**src/rtl/wb_arbiter.sv**
```systemverilog
`default_nettype none
// ============================================================================
//  Module   : wb_arbiter
//  Purpose  : Arbitrates the register file's single write port between the
//             pipeline MEM/WB stage and the long-latency multiply/divide unit.
//             The pipeline always wins. MDU results wait in a small FIFO and
//             drain on cycles where the pipeline does not write.
//             A starvation counter requests a pipeline stall, so that buffered
//             results always retire.
//  Option   : WB_BYPASS_EN - when defined, a lookup over pending FIFO entries
//             lets forwarding logic see results that have not yet retired.
//             When undefined, qry_rn is ignored and qry_hit / qry_d read 0.
//  Ports    : clk        rising-edge clock
//             clrn       asynchronous active-low reset
//             pipe_*     pipeline write request (we / wn / d)
//             mdu_*      MDU result handshake (valid / wn / d / ready)
//             rf_*       register-file write port (combinational)
//             stall_req  registered stall request to the hazard unit
//             pend_cnt   number of occupied FIFO entries
//             qry_*      forwarding lookup (rn in, hit / d out)
//  Revision : 1.0  initial release
// ============================================================================
module wb_arbiter #(
    parameter int DEPTH      = 4,   // FIFO entries, power of two, >= 2
    parameter int AW         = 2,   // log2(DEPTH)
    parameter int STARVE_MAX = 8    // 1..255
) (
    input  logic          clk,
    input  logic          clrn,
    input  logic          pipe_we,
    input  logic [4:0]    pipe_wn,
    input  logic [31:0]   pipe_d,
    input  logic          mdu_valid,
    input  logic [4:0]    mdu_wn,
    input  logic [31:0]   mdu_d,
    output logic          mdu_ready,
    output logic          rf_we,
    output logic [4:0]    rf_wn,
    output logic [31:0]   rf_d,
    output logic          stall_req,
    output logic [AW:0]   pend_cnt,
    input  logic [4:0]    qry_rn,
    output logic          qry_hit,
    output logic [31:0]   qry_d
);

    localparam logic [AW:0] FULL_CNT   = (AW+1)'(DEPTH);
    localparam logic [7:0]  STARVE_LIM = 8'(STARVE_MAX);

    // ------------------------------------------------------------------
    // FIFO storage and state
    // ------------------------------------------------------------------
    logic [4:0]    fifo_wn [DEPTH];
    logic [31:0]   fifo_d  [DEPTH];
    logic [AW-1:0] wr_ptr;
    logic [AW-1:0] rd_ptr;
    logic [AW:0]   count;
    logic [7:0]    starve_cnt;
    logic [7:0]    starve_nxt;
    logic          stall_q;

    logic          empty;
    logic          full;
    logic          pipe_sel;
    logic          push;
    logic          pop;

    assign empty    = (count == '0);
    assign full     = (count == FULL_CNT);
    // A write to r0 is not a real write, so it never blocks draining.
    assign pipe_sel = pipe_we && (pipe_wn != 5'd0);
    // Results for r0 complete the handshake but are dropped here.
    assign push     = mdu_valid && !full && (mdu_wn != 5'd0);
    assign pop      = !pipe_sel && !empty;

    assign mdu_ready = !full;
    assign pend_cnt  = count;
    assign stall_req = stall_q;

    // ------------------------------------------------------------------
    // Write-port mux. The data path keeps following the pipeline during
    // reset; only the enable is gated by clrn.
    // ------------------------------------------------------------------
    always_comb begin
        rf_we = 1'b0;
        rf_wn = 5'd0;
        rf_d  = 32'd0;
        if (pipe_sel) begin
            rf_we = clrn;
            rf_wn = pipe_wn;
            rf_d  = pipe_d;
        end else if (!empty) begin
            rf_we = clrn;
            rf_wn = fifo_wn[rd_ptr];
            rf_d  = fifo_d[rd_ptr];
        end
    end

    // ------------------------------------------------------------------
    // Starvation counter: counts consecutive cycles with pending entries
    // but no pop, saturating at the limit.
    // ------------------------------------------------------------------
    always_comb begin
        starve_nxt = starve_cnt;
        if (pop || empty) begin
            starve_nxt = 8'd0;
        end else if (starve_cnt < STARVE_LIM) begin
            starve_nxt = starve_cnt + 8'd1;
        end
    end

    // ------------------------------------------------------------------
    // Pointers, occupancy and stall request
    // ------------------------------------------------------------------
    always_ff @(posedge clk or negedge clrn) begin
        if (!clrn) begin
            wr_ptr     <= '0;
            rd_ptr     <= '0;
            count      <= '0;
            starve_cnt <= 8'd0;
            stall_q    <= 1'b0;
        end else begin
            if (push) begin
                wr_ptr <= wr_ptr + 1'b1;
            end
            if (pop) begin
                rd_ptr <= rd_ptr + 1'b1;
            end
            case ({push, pop})
                2'b10:   count <= count + 1'b1;
                2'b01:   count <= count - 1'b1;
                default: count <= count;
            endcase
            starve_cnt <= starve_nxt;
            // Rises on the edge the counter reaches the limit. Any pop (or an
            // empty FIFO) zeroes the counter, which drops the request.
            stall_q    <= (starve_nxt == STARVE_LIM);
        end
    end

    // Storage is deliberately left out of reset; entries only become
    // visible through the pointers.
    always_ff @(posedge clk) begin
        if (push) begin
            fifo_wn[wr_ptr] <= mdu_wn;
            fifo_d[wr_ptr]  <= mdu_d;
        end
    end

    // ------------------------------------------------------------------
    // Forwarding lookup
    // ------------------------------------------------------------------
`ifdef WB_BYPASS_EN
    logic [AW-1:0] byp_idx;

    // Walk entries oldest to youngest so the last match is the youngest.
    always_comb begin
        qry_hit = 1'b0;
        qry_d   = 32'd0;
        byp_idx = rd_ptr;
        for (int k = 0; k < DEPTH; k++) begin
            byp_idx = rd_ptr + AW'(k);
            if (((AW+1)'(k) < count) && (qry_rn != 5'd0) &&
                (fifo_wn[byp_idx] == qry_rn)) begin
                qry_hit = 1'b1;
                qry_d   = fifo_d[byp_idx];
            end
        end
    end
`else
    logic unused_qry;
    assign unused_qry = &{1'b0, qry_rn};
    assign qry_hit    = 1'b0;
    assign qry_d      = 32'd0;
`endif

endmodule
`default_nettype wire

```
**config.mk**
```make
export PLATFORM = sky130hd
export DESIGN_NAME = wb_arbiter
export DESIGN_NICKNAME = d
export VERILOG_FILES = /design/src/rtl/wb_arbiter.sv
export SDC_FILE = /design/constraint.sdc
export NUM_CORES = 1
export LEC_CHECK = 0
export BUFFER_PORTS_ARGS = -buffer_cell sky130_fd_sc_hd__buf_4
export CAP_MARGIN = 40
export CELL_PAD_IN_SITES_DETAIL_PLACEMENT = 0
export CELL_PAD_IN_SITES_GLOBAL_PLACEMENT = 1
export CORE_MARGIN = 10
export CORE_UTILIZATION = 30
export CTS_BUF_LIST = sky130_fd_sc_hd__clkbuf_16
export DETAILED_ROUTE_END_ITERATION = 16
export GPL_TIMING_DRIVEN = 0
export PLACE_DENSITY_LB_ADDON = 0.12
export SYNTH_ARGS = -nofsm -noshare
export SYNTH_HDL_FRONTEND = slang
export SYNTH_SLANG_ARGS = --single-unit
```
**constraint.sdc**
```tcl
create_clock -name clk -period 2.6 [get_ports clk]
set_clock_uncertainty 0.2 [all_clocks]
set_input_delay 0.52 -clock clk [delete_from_list [all_inputs] [get_ports clk]]
set_output_delay 0.52 -clock clk [all_outputs]
set_load 0.05 [all_outputs]
```
==> metrics.cfg <==
[routing]
drt_iter0_markers = 144
drt_first_pass_iters = 4
vias_per_cell = 4.53
dr_total_vias = 3793
drtAntennaViolNets = 0
avgRoutedWirePerCell_um = 20.3
routed_wl_mm = 17.0
drc = 0

[floorplanning]
die_h_um = 170
initial_core_util = 0.303
die_w_um = 170
core_area_um2 = 22400
rows = 55
die_area_um2 = 29100
ioPinCount = 159

[cells_and_area]
multiInputGateArea_um2 = 1980
stdcell_count = 838
finalInstanceArea_um2 = 9760
diodes = 0
final.fill_count = 2019
area.sequential_um2 = 4850
layout_common_cells = 148 x edfxtp_1, 126 x buf_4, 37 x mux4_2, 33 x conb_1, 26 x a22o_4
syn2layout_area_growth_pct = 43.7
drive_above_1_share = 0.552
nets = 630
final_common_cell = edfxtp_1

[cts]
clk_pin_slew_ns = 0.07
cts_sinks = 164
numCtsBuffers = 17
clkLatencyLatePin_ns = 0.42
cts_max_path_buffers = 2
root_buffer = clkbuf_16
h-tree-depth = 4
cts_tree = yes

[setup_path]
worstSetupPathType = in2out
cp.arrival_ns = 2.13
cp-end-kind = primary output
cp_max_fo = 5
r2r_end = fifo_d[3][14]
reg2regPathDepth = 5
r2r_setup_slack_ns = 0.21
crit_start = pipe_wn[4]
startpoint_type = primary input
worstReg2RegStart = pend_cnt[1]
critPathRequiredTime_ns = 1.88

[outcome]
violations = setup timing
status = finished, violations left

[timing]
clock.fmax_ghz = 0.351
hold_viol_final = 0
fin_ws_ns = -0.250
worst_pin_slew_ns = 0.724
setup_tns_ns = -7.83
fin_crit_sh = 1.10
slew_viol_final = 0
setup_viol = 39
slew_headroom = 0.517
period_needed_ns = 2.85
rsz0062_at_grt = yes

[yosys]
ys_seq_area_frac = 0.713
synth_seq_cells = 164
ys_warn_count = 0
synth.top_cell.area_share = 0.654
netlist_area_um2 = 6790
synthCells = 349
synthTopCellsByArea = edfxtp_1 65%, mux4_2 12%, dfrtp_1 5.9%, a22o_1 4.8%, buf_4 3.9%
synth_cell_type_count = 32
synth_top_area_cell = edfxtp_1
syn_avg_cell_area_um2 = 19.5

[grt]
antenna_found_initial = 1
grt_pass1_wl_mm = 25.0
first_global_vias = 4159
grt_start_max_net_pins = 25
grtUsageTotal = 0.118
grt-ovfl-total = 0

[place]
placedInstanceArea_um2 = 8480
portBuffers = 120
dp.cells = 790
dp_hpwl_mm = 11.3
gp_congestion = 0.673

[worst_hold_path]
min_delay_path_depth = 1
hold_end = fifo_d[2][10]
holdCritPathClass = in2reg
hold_start = mdu_d[10]

[power_and_ir_drop]
total_power_mw = 10.9
ir_drop_mv = 0.491
p_per_area_nw_per_um2 = 1110
power.static_leakage_nw = 3.80

[run]
max_cap_violations = 0

## synth_stat cells, drive strengths merged
master,instances
o21a,2
nor2b,2
mux2i,2
a41oi,1
xor2,5
clkbuf,6
mux2,1
and2,4
fa,1
nor3b,1
edfxtp,148
inv,6
o211a,1
a21oi,1
nor4,2
mux4,37
ha,6
nand2,4
and3,4
a22o,37
buf,44
nor3,1
xnor2,4
conb,1
dfrtp,16
or3,1
nor2,8
or4,2
nand3,1
## final cells by class
class | instances | share of cell area
buffer | 49 | 0.0502
clock buffer | 17 | 0.0436
clock inverter | 15 | 0.0181
inverter | 6 | 0.00231
multi-input combinational | 161 | 0.202
sequential | 164 | 0.496
tap | 285 | 0.0365
timing repair buffer | 141 | 0.150
## per-stage QoR
| step | hold slack, ns | worst slack [ns] | utilization |
|---|---|---|---|
| 6_report | 0.101 | -0.250 | 0.435 |
| 5_1_grt | 0.0782 | -0.288 | 0.435 |
| 4_1_cts | 0.0782 | -0.249 | 0.433 |
| 3_5_place_dp | 0.204 | -0.591 | 0.378 |
| 3_3_place_gp | 0.204 | -0.603 | 0.374 |
| 2_1_floorplan | 0.0244 | -0.120 | - |
## per-layer routing
layer | routed length, µm | global-route usage
met1 | 7210 | 0.143
met2 | 8560 | 0.197
met3 | 1060 | 0.0369
met4 | 162 | 0.0366
met5 | 0 | 0
## critical path, cell delays in order
cell	delay, ns
buf_6	0.09
or4_4	0.52
o21a_4	0.25
nor2_4	0.15
buf_12	0.16
buf_12	0.13
a22o_4	0.14
buf_8	0.14
## cell families after synthesis
group	synth area share
AO/OA/AOI/OAI	0.0534
XOR/XNOR	0.0116
adder cells (fa/ha/maj)	0.0140
buffers and inverters	0.0556
flip-flops	0.713
multiplexers	0.127
other	0.000552
AND/OR/NAND/NOR	0.0245
## power breakdown
group          switching [mW]  internal (mW)  total, mW
combinational            2.53           2.18       4.72
sequential              0.167           3.45       3.62
clock                    1.02           1.52       2.54
total                    3.72           7.15       10.9
## how the worst max path moves through the flow
stage / endpoint / slack [ns] / cells past startpoint
after global placement: rf_d[20] / -0.60 / 5
after global routing: rf_d[27] / -0.29 / 7
final: rf_d[26] / -0.25 / 8
after CTS: rf_d[26] / -0.25 / 8
after detailed placement: rf_d[6] / -0.59 / 6
after floorplan: pend_cnt[2] / -0.12 / 10
## state kept, by name (all words and copies together) (netlist names)
signal,count
fifo_d,128
fifo_wn,20
pend_cnt,3
rd_ptr,2
stall_req,1
starve_cnt,8
wr_ptr,2
## what timing repair did
item / 4_1_cts / 5_1_grt
endpoints found under the hold margin: 16 / 0
pin swaps: 6 / 4
hold buffers: 1 / 0
cloned: 3 / 1
setup endpoints to repair: 39 / 40
setup buffers: 12 / 0
resized for setup: 106 / 6
Power figures use the tool's default switching activity.
